File: config.mk
export PLATFORM = sky130hd
export DESIGN_NAME = da_addr_gen
export DESIGN_NICKNAME = d
export VERILOG_FILES = /design/src/rtl/da_pkg.sv /design/src/rtl/obc_slice.sv /design/src/rtl/da_addr_gen.sv
export SDC_FILE = /design/constraint.sdc
export NUM_CORES = 1
export LEC_CHECK = 0
export BUFFER_PORTS_ARGS = -buffer_cell sky130_fd_sc_hd__buf_4
export CAP_MARGIN = 20
export CORE_UTILIZATION = 45
export DETAILED_ROUTE_END_ITERATION = 10
export MAX_ROUTING_LAYER = met4
export PLACE_DENSITY = 0.63
export SLEW_MARGIN = 0
export SYNTH_ARGS = -nofsm -noshare
export SYNTH_HDL_FRONTEND = slang
export SYNTH_HIERARCHICAL = 1
export SYNTH_SLANG_ARGS = --single-unit
export TNS_END_PERCENT = 50
File: constraint.sdc
create_clock -name clk -period 8 [get_ports clk]
set_input_delay 1.2 -clock clk [delete_from_list [all_inputs] [get_ports clk]]
set_output_delay 1.2 -clock clk [all_outputs]
set_load 0.01 [all_outputs]
File: src/rtl/da_pkg.sv
// Shared types and constants for the distributed-arithmetic address generator.
package da_pkg;
  typedef enum logic {IDLE, SHIFT} gen_state_t;
  localparam int T_W = 8;
  // 1: an address bit of 1 means "same bit value as the reference element"
  localparam logic OBC_XNOR = 1'b1;
endpackage

File: src/rtl/obc_slice.sv
// Combinational OBC encode of one bit slice: reference bit plus per-element
// agreement against it.
module obc_slice
  import da_pkg::*;
#(
  parameter int K = 9
) (
  input  logic [K-1:0] bits,
  output logic         a0,
  output logic [K-2:0] addr
);
  always_comb begin
    a0 = bits[0];
    for (int j = 0; j < K - 1; j++) begin
      addr[j] = bits[j+1] ^ bits[0] ^ OBC_XNOR;
    end
  end
endmodule

File: src/rtl/da_addr_gen.sv
// Bit-serial OBC slice generator, LSB first; slice 0 appears the cycle after accept.
// One vector is double-buffered in a shadow register; in_ready drops only while it is full.
module da_addr_gen
  import da_pkg::*;
#(
  parameter int DATA_WIDTH_A = 16,
  parameter int K = 9
) (
  input  logic                           clk,
  input  logic                           rst_n,
  input  logic                           in_valid,
  output logic                           in_ready,
  input  logic signed [DATA_WIDTH_A-1:0] A_in [K],
  output logic                           A0,
  output logic [K-2:0]                   addr_array,
  output logic [T_W-1:0]                 t,
  output logic                           gen_done,
  output logic                           slice_last
);
  localparam int IDX_W = $clog2(DATA_WIDTH_A);
  localparam logic [T_W-1:0] T_LAST = T_W'(DATA_WIDTH_A - 1);

  gen_state_t state, state_nxt;
  logic [DATA_WIDTH_A-1:0] act [K];
  logic [DATA_WIDTH_A-1:0] shd [K];
  logic shd_full, shd_full_nxt;
  logic accept, load_act_in, load_act_shd, load_shd, gen_nxt;
  logic [T_W-1:0] t_nxt;
  logic [IDX_W-1:0] bit_idx;
  logic [K-1:0] slice_bits;
  logic a0_nxt;
  logic [K-2:0] addr_nxt;

  assign in_ready = !shd_full;
  assign accept   = in_valid && !shd_full;

  always_comb begin
    state_nxt    = state;
    shd_full_nxt = shd_full;
    load_act_in  = 1'b0;
    load_act_shd = 1'b0;
    load_shd     = 1'b0;
    gen_nxt      = 1'b0;
    t_nxt        = '0;
    case (state)
      IDLE: begin
        if (accept) begin
          load_act_in = 1'b1;
          gen_nxt     = 1'b1;
          state_nxt   = SHIFT;
        end
      end
      SHIFT: begin
        if (t != T_LAST) begin
          t_nxt   = t + 1'b1;
          gen_nxt = 1'b1;
          if (accept) begin
            load_shd     = 1'b1;
            shd_full_nxt = 1'b1;
          end
        end else if (shd_full) begin
          load_act_shd = 1'b1;
          shd_full_nxt = 1'b0;
          gen_nxt      = 1'b1;
        end else if (accept) begin
          // Incoming vector bypasses the shadow so the stream has no bubble
          load_act_in = 1'b1;
          gen_nxt     = 1'b1;
        end else begin
          state_nxt = IDLE;
        end
      end
      default: state_nxt = IDLE;
    endcase
  end

  assign bit_idx = t_nxt[IDX_W-1:0];

  always_comb begin
    for (int k = 0; k < K; k++) begin
      if (load_act_in)       slice_bits[k] = A_in[k][0];
      else if (load_act_shd) slice_bits[k] = shd[k][0];
      else                   slice_bits[k] = act[k][bit_idx];
    end
  end

  obc_slice #(.K(K)) u_obc (
    .bits (slice_bits),
    .a0   (a0_nxt),
    .addr (addr_nxt)
  );

  always_ff @(posedge clk or negedge rst_n) begin
    if (!rst_n) begin
      state      <= IDLE;
      shd_full   <= 1'b0;
      t          <= '0;
      gen_done   <= 1'b0;
      slice_last <= 1'b0;
      A0         <= 1'b0;
      addr_array <= '0;
      for (int k = 0; k < K; k++) begin
        act[k] <= '0;
        shd[k] <= '0;
      end
    end else begin
      state      <= state_nxt;
      shd_full   <= shd_full_nxt;
      t          <= t_nxt;
      gen_done   <= gen_nxt;
      slice_last <= gen_nxt && (t_nxt == T_LAST);
      A0         <= gen_nxt && a0_nxt;
      addr_array <= gen_nxt ? addr_nxt : '0;
      for (int k = 0; k < K; k++) begin
        if (load_act_in)       act[k] <= A_in[k];
        else if (load_act_shd) act[k] <= shd[k];
        if (load_shd)          shd[k] <= A_in[k];
      end
    end
  end
endmodule

==> summary.md, run 1 <==
| Metric | Value |
|---|---|
| Vias in the first global route | `9787` |
| Share of cells above drive strength 1 | `28.7%` |
| Die area | `31000 um^2` |
| CTS tree | `done` |
| Worst setup SP type | `flop` |
| Hold Path Class | `reg -> reg` |
| Synth unique cells | `51` |
| Compound-cell area share of the yosys netlist | `13.5%` |
| DR pass1 iterations | `5` |
| Filler Cells Inserted | `2630` |
| Pleak | `7.75 nW` |
| Int Pwr | `4.46 mW` |
| Status | `completed` |
| Tmin final | `4.20 ns` |
| CTS buffer count | `35` |
| Worst slew pin tran | `1.12 ns` |
| Gate power share | `37.4%` |
| Synth Area in Adders | `0.0917%` |
| Clk slew on worst S/H paths | `0.06 ns` |
| IO Count | `167` |
| Post-Route WL | `35.4 mm` |
| Worst skew pair latency | `0.52 ns` |
| Post-Syn Area | `13600 um^2` |
| # resized after CTS | `0` |
| Met1 Track Usage GR | `33.1%` |
| Count of hold-fix buffers inserted at cts | `0` |
| Iteration-0 DRC Markers | `875` |
| Critical path class | `reg -> reg` |
| Simple-gate portion of the synthesized area | `13.0%` |
| CP Data Required Time | `8.36 ns` |
| Final Setup Violations | `0` |
| Switching Fraction | `36.1%` |
| Global-route wire length before repair | `55.1 mm` |
| Final Core Density | `54.7%` |
| Hpwl dp | `21.8 mm` |
| DR WL/cell | `19.9 um` |
| Largest net degree at the start of global routing | `89` |
| Area of the multi-input gates | `5510 um^2` |
| Tcrit/Tclk final | `52.5%` |
| CTS Root Buffer Type | `clkbuf_16` |
| R2R Setup Slk | `3.80 ns` |
| I/O Buffers | `166` |
| M3 GR Usage | `3.62%` |
| CP Max Fanout | `14` |
| Slew Limit Fails | `0` |
| Final Instance Area | `16300 um^2` |
| Avg Vias per Cell | `5.65` |
| Ys async rst share | `100%` |
| Post-route ant nets | `0` |
| FP Rows | `63` |
| CP Capture Type | `flop` |
| Clock sink count | `308` |
| Deepest clock path buffer count | `3` |
| Peak supply drop | `0.218 mV` |
| Mean Syn Cell Area | `11.0 um^2` |
| Clk pwr share | `23.4%` |
| CTS H-tree lvls | `2` |
| Slew HR | `25.1%` |
| Number of synthesis warnings | `6` |
| Final Hold Vio Count | `0` |
| RSZ-0062 raised after global routing | `no` |
| Met2 Usage GRT | `36.0%` |
| Initial core utilization | `45.9%` |
| Die height | `176 um` |
| Part of the power in registers | `39.1%` |
| Total Neg Setup Slack | `0 ns` |
| XOR/XNOR share of the synthesized area | `1.03%` |
| Max cap viols | `0` |
| Main synth FF type | `dfrtp_1` |
| Non-Filler Instances | `1775` |
| Mapped Cells | `1237` |
| Cells after DPL | `1715` |
| F_max | `238 MHz` |
| Drc violations | `0` |
| Grt peak-use layer | `met2` |
| Worst EP arrival | `4.56 ns` |
| Final GP Congestion | `0.859` |
| Sequential cell area | `7710 um^2` |
| Post-synth EDFFs | `0` |
| Via count | `10.0k` |
| Flops & latches, synth | `308` |
| Hold Slack | `0.468 ns` |
| Post-DP Area | `15100 um^2` |
| Net Switching | `2.52 mW` |
| Number of setup buffers added after CTS | `0` |
| Share of the yosys chip area belonging to registers | `56.5%` |
| Antenna violations before repair | `0` |
| Largest family of logic cells by synthesized area | `compound AO/OA/AOI/OAI gates` |
| Placeable Area | `29700 um^2` |
| Layout area overhead | `19.2%` |
| Gr usage total | `23.7%` |
| Post-synthesis mux area share | `12.4%` |
| Ant. Diodes | `0` |
| Global route overflow | `0` |
| Fin Clk Skew | `0.0103 ns` |
| Fin nets | `1510` |
| Net Count, Synth | `1385` |
| Power density over the cells | `430 nW/um^2` |
| Die span in x | `176 um` |
## power groups by stage
stage	logic, mW	registers, mW	clock network [mW]
5_1_grt	2.87	2.82	1.72
3_5_place_dp	2.61	2.75	0
6_report	2.61	2.73	1.64
2_1_floorplan	1.90	2.63	0
3_3_place_gp	2.56	2.72	0
4_1_cts	2.62	2.73	1.66
## through the flow
stage | power, mW | worst slack, ns
after CTS | 7.01 | 3.83
after global placement | 5.29 | 3.84
after floorplan | 4.53 | 5.09
final | 6.98 | 3.80
after global routing | 7.42 | 3.55
after detailed placement | 5.36 | 3.76
## final timing paths
| check | startpoint | to | depth (start not counted) |
|---|---|---|---|
| setup / recovery | t[0] | addr_array[2] | 8 |
| max in group asynchronous | rst_n | t[7] | 2 |
| hold / removal | act[22] | act[22] | 2 |
| hold reg to reg | act[22] | act[22] | 2 |
| min in group asynchronous | rst_n | shd[114] | 1 |
| setup reg to reg | t[0] | addr_array[2] | 8 |
## final cells by class
class / count / area share [%]
Timing Repair Buffer: 181 / 8.40
Tap cell: 390 / 3.00
Sequential cell: 308 / 47.4
Clock buffer: 51 / 6.26
Inverter: 4 / 0.108
Multi-Input combinational cell: 832 / 33.9
Clock inverter: 9 / 0.908
## placed cells by master (no fill, tap or decap), drive strengths merged, types with 13 or more instances in the layout
| cell type | count |
|---|---|
| a211oi | 18 |
| buf | 181 |
| nor3 | 27 |
| clkbuf | 51 |
| a22oi | 146 |
| nand2 | 351 |
| dfrtp | 308 |
| xnor2 | 13 |
| mux2 | 144 |
| a221oi | 16 |
## cell usage after synthesis, types with 2 or more instances
cell | count | area share [%]
buf_4 | 9 | 0.50
inv_1 | 3 | 0.083
nor2b_1 | 11 | 0.50
a211oi_1 | 14 | 0.77
xnor2_1 | 13 | 0.83
mux2_2 | 144 | 12
a21oi_1 | 10 | 0.37
nor4_1 | 2 | 0.092
xor2_1 | 3 | 0.19
mux4_2 | 3 | 0.50
nand3_1 | 11 | 0.40
a211oi_2 | 4 | 0.37
nor3b_1 | 2 | 0.11
nor3_1 | 27 | 0.99
a2111oi_0 | 5 | 0.32
and3_1 | 9 | 0.41
a311oi_1 | 12 | 0.77
a311o_1 | 5 | 0.37
nor2_1 | 9 | 0.25
a22oi_1 | 146 | 8.0
a221oi_2 | 3 | 0.33
buf_2 | 44 | 1.6
or4_1 | 2 | 0.11
buf_6 | 3 | 0.25
o21ai_1 | 5 | 0.18
and2_1 | 3 | 0.14
nand2b_1 | 2 | 0.092
a221oi_1 | 13 | 0.83
dfrtp_1 | 308 | 57
a21o_1 | 2 | 0.11
clkbuf_1 | 36 | 0.99
o2111ai_1 | 5 | 0.32
nand2_1 | 351 | 9.7
## cell families (layout without fill, tap and decap cells)
kind of cell	count (synthesis)	after routing
multiplexers	147	147
flip-flops	308	308
AO/OA/AOI/OAI	234	234
XOR/XNOR	16	16
buffers and inverters	97	245
adder cells (fa/ha/maj)	1	1
AND/OR/NAND/NOR	434	434
## critical path, stage by stage (launching register included)
cell and delay [ns]:
dfrtp_1 0.47, ha_1 0.79, nand2b_1 0.64, nand2b_1 0.72
a221oi_1 0.12, a311o_1 0.37, o2111ai_2 0.64, xnor2_1 0.14
nor2b_1 0.15
## routing by layer
layer	vias to the layer above	part of all wire (%)
met4	0	2.3
met2	255	47
met3	59	5.1
met5	-	0
met1	5075	46
li1	4646	-
## registers in the layout, indices dropped and copies added (netlist names)
| name | flops |
|---|---|
| act | 144 |
| shd | 144 |
| addr_array | 8 |
| slice_last | 1 |
| shd_full | 1 |
| t | 8 |
| A0 | 1 |
| state | 1 |
(Power assumes the default switching activity.)
==> inputs of run 2 (changes only) <==
Clock period 8 ns to 4.2 ns, I/O delays scaled along.
==> run 2 against run 1 <==
Effect of this change:
- via count fell by 0.20%
- routed wire length fell by 1.4%
- register-to-register slack got worse by 3.2 ns
- global-route usage fell by 0.48 points
- core utilization rose by 0.78 points
- clock skew rose by 0.0069 ns
- flip-flop and latch count did not move
- count of clock-buffer cells in the layout fell by 2
- highest routed layer unchanged
- sequential share of layout area fell by 0.67 points
==> summary.md, run 2 (synthesized netlist as in run 1, its figures left out) <==
| Metric | Value |
|---|---|
| Worst skew pair latency | `0.51 ns (about the same)` |
| Power density over the cells | `809 nW/um^2 (+88%)` |
| CTS Root Buffer Type | `clkbuf_16` |
| Final Hold Vio Count | `0 (unchanged)` |
| Avg Vias per Cell | `5.59 (-1.1%)` |
| Post-route ant nets | `0 (unchanged)` |
| Die span in x | `176 um (unchanged)` |
| CTS H-tree lvls | `2 (unchanged)` |
| Most frequent cells in the layout | `nand2_1 (351), dfrtp_1 (308), buf_4 (187)` |
| Die height | `176 um (unchanged)` |
| Largest net degree at the start of global routing | `102 (+15%)` |
| Critical path class | `reg -> reg` |
| Total Neg Setup Slack | `0 ns (unchanged)` |
| Vias in the first global route | `9955 (+1.7%)` |
| Drc violations | `0 (unchanged)` |
| Clock sink count | `308 (unchanged)` |
| Final GP Congestion | `0.890 (+3.6%)` |
| Count of hold-fix buffers inserted at cts | `0 (unchanged)` |
| Fin Clk Skew | `0.0172 ns (+0.00687 ns)` |
| Number of setup buffers added after CTS | `0 (unchanged)` |
| Gate power share | `36.9% (-0.5 points)` |
| Global route overflow | `0 (unchanged)` |
| FP Rows | `63 (unchanged)` |
| Int Pwr | `8.64 mW (+93%)` |
| Initial core utilization | `45.9% (unchanged)` |
| Clk slew on worst S/H paths | `0.06 ns (about the same)` |
| Hpwl dp | `23.1 mm (+5.9%)` |
| CP Data Required Time | `4.58 ns (-3.78 ns)` |
| CP Max Fanout | `37 (+23)` |
| Cells after DPL | `1729 (+0.82%)` |
| CTS buffer count | `34 (-2.9%)` |
| Worst slew pin tran | `1.03 ns (-0.0807 ns)` |
| # resized after CTS | `0 (unchanged)` |
| DR pass1 iterations | `7 (+2)` |
| Slew HR | `30.9% (+5.7 points)` |
| Global-route wire length before repair | `54.7 mm (-0.79%)` |
| IO Count | `167 (unchanged)` |
| Tcrit/Tclk final | `85.6% (+33 points)` |
| Part of the power in registers | `39.4% (+0.3 points)` |
| Tmin final | `3.60 ns (-0.606 ns)` |
| Iteration-0 DRC Markers | `886 (+1.3%)` |
| Switching Fraction | `35.3% (-0.81 points)` |
| Final Instance Area | `16500 um^2 (+1.4%)` |
| F_max | `278 MHz (+17%)` |
| Gr usage total | `23.2% (-0.48 points)` |
| RSZ-0062 raised after global routing | `no` |
| I/O Buffers | `166 (unchanged)` |
| Placeable Area | `29700 um^2 (unchanged)` |
| Die area | `31000 um^2 (unchanged)` |
| Clk pwr share | `23.7% (+0.3 points)` |
| Slew Limit Fails | `0 (unchanged)` |
| DR WL/cell | `19.5 um (-2.3%)` |
| Commonest non-fill, non-tap cell in the layout | `nand2_1` |
| Deepest clock path buffer count | `3 (unchanged)` |
| CTS tree | `done` |
| Final setup margin | `0.605 ns (-3.19 ns)` |
| Post-DP Area | `15300 um^2 (+1.3%)` |
| Pre-CTS WS | `0.622 ns (-3.14 ns)` |
| Status | `completed` |
| Via count | `10.0k (-0.20%)` |
| Final Setup Violations | `0 (unchanged)` |
| Worst setup SP type | `flop` |
| Max cap viols | `0 (unchanged)` |
| Share of cells above drive strength 1 | `29.9% (+1.1 points)` |
| Net Switching | `4.70 mW (+87%)` |
| Top flop regs | `act (144), shd (144)` |
| Non-Filler Instances | `1791 (+0.90%)` |
| Pleak | `7.88 nW (+1.7%)` |
| Worst EP arrival | `3.98 ns (-0.58 ns)` |
| Filler Cells Inserted | `2523 (-4.1%)` |
| Peak supply drop | `0.381 mV (+74%)` |
| CP Capture Type | `flop` |
| Fin nets | `1523 (+0.86%)` |
| Antenna violations before repair | `1 (+1)` |
| Layout area overhead | `20.9%` |
| Post-Route WL | `34.9 mm (-1.4%)` |
| Hold Path Class | `in -> async` |
-- run 2: cell count changes in the layout (fill, tap and decap cells not counted), sizes merged --
cell,change
clkinv,+3
clkbuf,-2
diode,+1
buf,+14
-- run 2: final timing paths --
kind,slack (ns),start,endpoint,depth (start not counted)
worst max register to register,0.60,t[0],addr_array[6],9
max in group asynchronous,3.13,rst_n,shd[57],2
worst max-delay path,0.60,t[0],addr_array[6],9
min in group clk,0.34,A_in[132],act[132],3
worst min register to register,0.47,act[70],act[70],2
worst min-delay path,0.08,rst_n,shd[104],1
-- run 2: worst max-delay path: stages (launching register included) --
cell and delay [ns]:
dfrtp_1 0.51, ha_1 0.39, nand3_1 0.28, o21ai_4 0.48
inv_4 0.30, a221oi_1 0.37, a311o_1 0.18, o2111ai_2 0.47
xnor2_1 0.30, nor2b_1 0.16
-- run 2: per-stage QoR --
stage                     hold WS [ns]  utilization, %  total power, mW
after floorplan                  0.334               -             8.62
after global placement           0.454            51.4             10.0
after detailed placement         0.458            51.4             10.2
after CTS                        0.115            55.5             13.4
after global routing             0.122            55.5             14.2
final                           0.0842            55.5             13.3
-- run 2: power groups by stage --
stage	Clock, mW	Sequential (mW)	Combinational [mW]
CTS	3.21	5.25	4.93
global placement	0	5.25	4.78
finish	3.16	5.26	4.93
detailed placement	0	5.28	4.91
global route	3.33	5.41	5.42
floorplan	0	5.01	3.62
-- run 2: metal layers --
layer | wire length, um | global-route usage, %
met4 | 632 | 5.69
met1 | 15900 | 32.7
met5 | 0 | -
met2 | 16400 | 35.5
met3 | 1960 | 3.29
-- run 2: layout make-up --
class	instances	area, um^2	share of cell area, %
clock buffer	49	1040	6.31
clock inverter	12	163	0.986
timing repair buffer	195	1560	9.45
sequential	308	7710	46.7
multi-input combinational	832	5510	33.4
inverter	4	17.5	0.106
antenna	1	2.50	0.0152
tap	390	488	2.96
